## config.mk

```make
export PLATFORM = sky130hd
export DESIGN_NAME = maxpool_stream
export DESIGN_NICKNAME = d
export VERILOG_FILES = /design/src/rtl/maxpool_stream.sv
export SDC_FILE = /design/constraint.sdc
export NUM_CORES = 1
export LEC_CHECK = 0
export CAP_MARGIN = 20
export CORE_MARGIN = 1
export CORE_UTILIZATION = 46
export DETAILED_ROUTE_END_ITERATION = 8
export PLACE_DENSITY = 0.65
export SKIP_LAST_GASP = 1
export SLEW_MARGIN = 5
export SYNTH_ARGS = -nofsm -noshare
export SYNTH_HDL_FRONTEND = slang
export SYNTH_SLANG_ARGS = --single-unit
```

## constraint.sdc

```tcl
create_clock -name clk -period 5.6 [get_ports clk]
set_input_delay 0.56 -clock clk [delete_from_list [all_inputs] [get_ports clk]]
set_output_delay 0.56 -clock clk [all_outputs]
set_load 0.05 [all_outputs]
```

## src/rtl/maxpool_stream.sv

```systemverilog
// Streaming POOLxPOOL max/average pooling over raster-ordered channel maps.
// One sample in per beat; one registered pooled sample out per window.
module maxpool_stream #(
    parameter int DATA_W    = 25,
    parameter int WIDTH_IN  = 8,
    parameter int HEIGHT_IN = 8,
    parameter int CHANNELS  = 64,
    parameter int POOL      = 2,
    localparam int CH_W     = (CHANNELS > 1) ? $clog2(CHANNELS) : 1
) (
    input  logic                     clk,
    input  logic                     rst,
    input  logic                     mode,
    input  logic                     in_valid,
    output logic                     in_ready,
    input  logic signed [DATA_W-1:0] in_data,
    output logic                     out_valid,
    input  logic                     out_ready,
    output logic signed [DATA_W-1:0] out_data,
    output logic [CH_W-1:0]          out_ch,
    output logic                     out_last,
    output logic                     frame_done
);

    localparam int WIDTH_OUT  = WIDTH_IN / POOL;
    localparam int HEIGHT_OUT = HEIGHT_IN / POOL;
    localparam int LP         = $clog2(POOL);
    localparam int SH         = 2 * LP;
    localparam int ACC_W      = DATA_W + SH;
    localparam int COL_W      = (WIDTH_IN > 1) ? $clog2(WIDTH_IN) : 1;
    localparam int ROW_W      = (HEIGHT_IN > 1) ? $clog2(HEIGHT_IN) : 1;
    localparam int IDX_W      = (WIDTH_OUT > 1) ? $clog2(WIDTH_OUT) : 1;

    logic [COL_W-1:0]        r_col;
    logic [ROW_W-1:0]        r_row;
    logic [CH_W-1:0]         r_ch;
    logic                    r_mode;
    logic signed [ACC_W-1:0] r_buf [1 << IDX_W];

    logic                     r_out_valid;
    logic signed [DATA_W-1:0] r_out_data;
    logic [CH_W-1:0]          r_out_ch;
    logic                     r_out_last;
    logic                     r_frame_done;

    logic                     w_fire;
    logic                     w_first;
    logic                     w_avg;
    logic [LP-1:0]            w_wc;
    logic [LP-1:0]            w_wr;
    logic                     w_in_win;
    logic [IDX_W-1:0]         w_idx;
    logic signed [ACC_W-1:0]  w_ext;
    logic signed [ACC_W-1:0]  w_old;
    logic signed [ACC_W-1:0]  w_new;
    logic signed [DATA_W-1:0] w_res;
    logic                     w_emit;
    logic                     w_last_pos;
    logic                     w_take;
    logic                     w_col_end;
    logic                     w_row_end;
    logic                     w_ch_end;

    assign in_ready   = !(r_out_valid && !out_ready);
    assign out_valid  = r_out_valid;
    assign out_data   = r_out_data;
    assign out_ch     = r_out_ch;
    assign out_last   = r_out_last;
    assign frame_done = r_frame_done;

    assign w_fire  = in_valid && in_ready;
    assign w_first = (r_col == '0) && (r_row == '0) && (r_ch == '0);
    // mode only takes effect on the first beat of a frame
    assign w_avg   = w_first ? mode : r_mode;

    assign w_wc     = r_col[LP-1:0];
    assign w_wr     = r_row[LP-1:0];
    assign w_in_win = (int'(r_col) < WIDTH_OUT * POOL) &&
                      (int'(r_row) < HEIGHT_OUT * POOL);
    assign w_idx    = IDX_W'(r_col >> LP);
    assign w_ext    = {{SH{in_data[DATA_W-1]}}, in_data};
    assign w_old    = r_buf[w_idx];

    always_comb begin
        w_new = w_old;
        if (w_wr == '0 && w_wc == '0) begin
            w_new = w_ext;
        end else if (w_avg) begin
            w_new = w_old + w_ext;
        end else if (w_ext > w_old) begin
            w_new = w_ext;
        end
    end

    assign w_res = w_avg ? DATA_W'(w_new >>> SH) : DATA_W'(w_new);

    assign w_emit     = w_fire && w_in_win && (&w_wr) && (&w_wc);
    assign w_last_pos = (int'(r_row) == HEIGHT_OUT * POOL - 1) &&
                        (int'(r_col) == WIDTH_OUT * POOL - 1);
    assign w_take     = r_out_valid && out_ready;

    assign w_col_end = (r_col == COL_W'(WIDTH_IN - 1));
    assign w_row_end = (r_row == ROW_W'(HEIGHT_IN - 1));
    assign w_ch_end  = (r_ch == CH_W'(CHANNELS - 1));

    always_ff @(posedge clk) begin
        if (w_fire && w_in_win) begin
            r_buf[w_idx] <= w_new;
        end
    end

    always_ff @(posedge clk) begin
        if (rst) begin
            r_col  <= '0;
            r_row  <= '0;
            r_ch   <= '0;
            r_mode <= 1'b0;
        end else if (w_fire) begin
            if (w_first) begin
                r_mode <= mode;
            end
            if (w_col_end) begin
                r_col <= '0;
                if (w_row_end) begin
                    r_row <= '0;
                    r_ch  <= w_ch_end ? '0 : r_ch + 1'b1;
                end else begin
                    r_row <= r_row + 1'b1;
                end
            end else begin
                r_col <= r_col + 1'b1;
            end
        end
    end

    always_ff @(posedge clk) begin
        if (rst) begin
            r_out_valid  <= 1'b0;
            r_out_data   <= '0;
            r_out_ch     <= '0;
            r_out_last   <= 1'b0;
            r_frame_done <= 1'b0;
        end else begin
            r_frame_done <= w_take && r_out_last &&
                            (r_out_ch == CH_W'(CHANNELS - 1));
            // a new result may replace one leaving in the same cycle
            if (w_emit) begin
                r_out_valid <= 1'b1;
                r_out_data  <= w_res;
                r_out_ch    <= r_ch;
                r_out_last  <= w_last_pos;
            end else if (out_ready) begin
                r_out_valid <= 1'b0;
            end
        end
    end

endmodule

```

======== Word-level counts from Yosys, hierarchy flattened ========
Memories as Yosys holds them, arrays and structs flattened. A register that Yosys moved wholly into a read port is not among the register bits.
Cells that the tools add are included.
word-level totals
  output and inout port bits .............. 35
  word-level logic and storage cells ...... 56
  register bits ........................... 47
  memories ................................ 1
  memory bits (writable) .................. 108
  input bits .............................. 30
operators by class
  bitwise operators ....................... 2
  equal/unequal tests ..................... 6
  order comparisons ....................... 1
  mux-type cells .......................... 14
  add/sub/neg operators ................... 4
  reduce and logical (&&, ||, !) cells .... 19
memory list
  memory  depth  bits a word  read ports  clocked after memory_dff  write ports  line  RTL
  r_buf   4      27           1           1                         1            38    logic signed [ACC_W-1:0] r_buf [1 << IDX_W];
operators by type and width
  operator             number
  $mux 27              3
  $add 27x25->27       1
  $gt 25x27->1         1
  $mux 25              1
  $eq 6x6->1 const B   2
  $logic_and 1x1->1    11
  $add 3x1->3 const B  2
  $add 6x1->6 const B  1
  $eq 3x1->1 const B   2
  $eq 3x3->1 const B   2
  $logic_not 3->1      2
  $logic_not 6->1      1
  $mux 3               2
  $mux 6               1
  $mux 1               5
  $mux 2               2
  $reduce_and 3->1     1
  $logic_not 1->1      2
  $not 1->1            2
  $reduce_and 2->1     1
  $reduce_bool 2->1    1

======== Logic depth before layout (Yosys ltp) ========
  depth after elaboration ................. 7
  mapped depth ............................ 18
  gate-level depth less buffers ........... 13

======== Worst setup path after synthesis ========
No wires, ideal clock.
  path kind ............................... register to register
  start point ............................. reg (tool-made name)
  end point ............................... mem r_buf[0][0] (netlist name) (data pin)
  clock period less this slack ............ 4.044 ns
  buffers on the path ..................... 6
  library setup time ...................... 0.201 ns
  required time ........................... 5.399 ns
  cell stages (with the launch flop) ...... 17
  path slack .............................. 1.556 ns
  data arrival time ....................... 3.843 ns
  path through ............................ dfxtp_1 -> buf_2 -> buf_1 -> mux4_2 -> inv_1 -> ha_1 -> buf_2 -> a21o_1 -> a21o_1 -> a21oi_1 -> o211ai_1 -> o31a_1 -> and2_1 -> buf_4 -> buf_4 -> buf_2 -> o21ai_0
RTL lines
  element           line
  end: declaration  38

==> summary.md <==
| Metric | Value |
|---|---|
| Outcome | `finished, final reports clean` |
| DR pass1 iterations | `5` |
| Final worst path period share | `a little over four fifths` |
| Final net count | `968` |
| Clk_lat worst skew | `between 400 and 500 ps` |
| Worst Path Required | `between 5000 and 6000 ps` |
| Total GRT Usage | `24.9%` |
| Vias in the first global route | `6574` |
| Commonest non-fill, non-tap cell in the layout | `edfxtp_1` |
| Final Hold Vio Count | `0` |
| Final HPWL DP | `16.5 mm` |
| Max VDD drop | `around 0.24 mV` |
| Initial drt markers | `between 500 and 600` |
| Gpl congestion | `a little over 0.9` |
| Setup TNS | `0 ps` |
| Antenna diodes | `0` |
| Sequential share of power | `between 40% and 50%` |
| Final setup fails | `0` |
| Routed len/inst | `approximately 21 µm` |
| CTS max path bufs | `2` |
| CP cell instances | `buf_4 -> mux4_2 -> inv_1 -> ha_1 -> nand4_1 -> nor3_1 -> o21a_1 -> o311a_1 -> a2111o_1 -> nor2_8 -> a221oi_1` |
| Resized cells post-CTS | `0` |
| Die area | `around 20000 µm²` |
| Core area | `18900 µm²` |
| Pwr/cell area | `roughly 310 nW/µm²` |
| Root Driver | `clkbuf_16` |
| Post-CTS Setup Bufs | `0` |
| Worst slew pin tran | `~1000 ps` |
| Register-to-register setup slack | `about 920 ps` |
| Area Overhead vs Synth | `16.5%` |
| Cell area after synthesis | `8940 µm²` |
| CTS clock-pin slew for the worst setup and hold paths | `70 ps` |
| Worst setup path endpoint | `r_buf[0][25]$_DFFE_PP_` |
| Most frequent cells in the layout | `108 x edfxtp_1, 71 x a21oi_1, 71 x nor2_1` |
| Setup slack after layout | `between 900 and 1000 ps` |
| Worst Path Max Fanout | `22` |
| Net Sw Frac | `a little under a third` |
| Max Freq | `approximately 210 MHz` |
| R2r endpoint | `r_buf[0][25]$_DFFE_PP_` |
| Via count | `6708` |
| Worst hold path type | `reg -> reg` |
| H-tree levels | `4` |
| Maxcap violations | `0` |
| Clk_skew | `about 13 ps` |
| DRC violations left | `0` |
| Antenna violations before repair | `0` |
| Critical path class | `reg -> reg` |
| First-pass GRT wire length | `~37 mm` |
| Post-Syn Instances | `roughly 820` |
| Syn Nets | `914` |
| Final min period | `roughly 4700 ps` |
| Flop and latch count out of synthesis | `about 160` |
| Die Y | `141 µm` |
| FP Rows | `50` |
| Pins over their slew limit | `0` |
| GRT overflow | `0` |
| Worst setup SP type | `register` |
| Layout cells sized above 1 | `a little under an eighth` |
| Synth unique cells | `between 70 and 80` |
| Crit path arrival time | `4830 ps` |
| Slew headroom | `31.6%` |
| Pleak | `around 3.8 nW` |
| Slowest CP cell | `dfxtp_2` |
| Ys async rst share | `0%` |
| CTS sink count | `between 150 and 200` |
| Largest net degree at the start of global routing | `40` |
| Reg2reg path depth | `11` |
| CTS Buf Count | `17` |
| Boundary pin count | `65` |
| Pre-CTS WS | `between 800 and 900 ps` |
| Unrepaired setup endpoints after global routing | `no` |
| Port Buffers | `64` |
| Synthesis Warnings | `0` |
| Clk pwr share | `35.0%` |
| Starting Density | `between 40% and 50%` |
| CTS tree | `done` |
| Die width | `about 140 µm` |
| Pint | `0.00218 W` |
| Vias per cell | `between 5 and 6` |
| WL final | `23.9 mm` |
| Synthesized area per cell | `approximately 11 µm²` |
| Seq/Total Area, Yosys | `47.2%` |
| Dominant synthesized flop cell | `edfxtp_1` |
| Critical path capture point type | `register` |
| EDFF count, synth | `roughly 110` |
| Slowest stage delay, CP | `860 ps` |
| Post-cts hold buffer count | `0` |
| Routed Antenna Nets | `0` |
| Switching Power | `about 0.0010 W` |
| Part of the power in combinational logic | `about a quarter` |
## power by group through the flow
stage                     clock, W  sequential, W  combinational, W
final                      0.00112        0.00131          0.000769
after global routing       0.00119        0.00132          0.000841
after CTS                  0.00114        0.00131          0.000759
after floorplan                  0        0.00133          0.000563
after detailed placement         0        0.00134          0.000754
after global placement           0        0.00134          0.000751
## flip-flops by register name, indices dropped and copies added (netlist names), named ones only
| signal | flops |
|---|---|
| r_buf | 108 |
| out_data | 25 |
| out_ch | 6 |
| r_ch | 6 |
| r_col | 3 |
| r_row | 3 |
| frame_done | 1 |
| out_last | 1 |
| out_valid | 1 |
| r_mode | 1 |
## cells by family (layout without fill, tap and decap cells)
family / after synthesis / after routing / synth area share (%)
xor+xnor: 27 / 27 / 2.64
mux: 36 / 36 / 7.69
compound gates: 222 / 222 / 16.9
buf+inv: 103 / 170 / 4.81
flops: 157 / 157 / 47.2
fa+ha+maj: 62 / 62 / 8.76
simple gates: 215 / 215 / 11.9
## synthesized netlist by cell type, drive strengths merged (3+ instances only)
library cell,count,share of area (%)
nor2b,5,0.35
and3,6,0.42
o21bai,7,0.59
nor3,18,1.0
inv,57,2.4
nand3,11,0.62
a2bb2oi,3,0.36
dfxtp,49,11
o211ai,13,1.1
a221oi,4,0.39
a21o,6,0.50
o21a,5,0.42
mux4,26,6.5
o21ai,28,1.6
xnor2,19,1.9
buf,20,1.3
nor4,7,0.66
nand2b,8,0.73
a221o,3,0.34
or2,3,0.21
a211oi,10,0.84
nand4,9,0.87
a311oi,3,0.43
nand2,61,2.6
xor2,8,0.78
o211a,3,0.34
ha,61,8.5
edfxtp,108,36
a32o,9,1.0
a22oi,8,0.73
a31oi,5,0.35
nor3b,5,0.48
o22ai,14,1.0
o221ai,6,0.59
o31ai,6,0.50
nor2,73,3.2
mux2i,8,0.90
clkbuf,26,1.1
a21oi,71,4.0
## through the flow
stage          instances  total power (W)  utilization, %  cell area [µm²]  hold slack [ps]
6_report            1149          0.00320            55.1            10400              475
5_1_grt             1149          0.00335            55.1            10400              489
4_1_cts             1149          0.00321            55.1            10400              475
3_5_place_dp        1117          0.00209            52.1             9850              465
3_3_place_gp        1117          0.00209            52.1             9850              461
2_1_floorplan        822          0.00189               -             8940              453
## metal layers
metal	routed length [µm]	GRT usage (%)	vias to the layer above
met5	0	0	-
met4	648	9.73	0
met3	1190	4.72	41
met2	11300	40.5	205
met1	10700	33.0	3268
li1	-	-	3194
## area by class of cell
class / instances / area (µm²)
clock buffers: 18 / 439
repair buffers: 81 / 768
multi-input cells: 562 / 4320
flip-flops and latches: 157 / 4230
inverters: 57 / 214
well taps: 260 / 325
fillers: 1681 / 8470
clock inverters: 14 / 128
## how the worst min path moves through the flow
stage	from	to	slack (ps)	cells past startpoint
6_report	out_ch[2]$_SDFFE_PP0P_	out_ch[2]$_SDFFE_PP0P_	470	2
3_5_place_dp	out_ch[2]$_SDFFE_PP0P_	out_ch[2]$_SDFFE_PP0P_	460	2
5_1_grt	out_ch[4]$_SDFFE_PP0P_	out_ch[4]$_SDFFE_PP0P_	490	2
4_1_cts	out_ch[2]$_SDFFE_PP0P_	out_ch[2]$_SDFFE_PP0P_	470	2
2_1_floorplan	r_row[1]$_SDFFE_PP0P_	r_row[1]$_SDFFE_PP0P_	450	2
3_3_place_gp	out_ch[2]$_SDFFE_PP0P_	out_ch[2]$_SDFFE_PP0P_	460	2
## critical path, delay by kind of cell (launching register included)
family,cells,cell delay [ps]
AOI/OAI and AO/OA,4,1680
adders and majority gates,1,240
buffers and inverters,2,410
DFF,1,860
muxes,1,560
and+or+nand+nor,3,610
(Power assumes the default switching activity.)
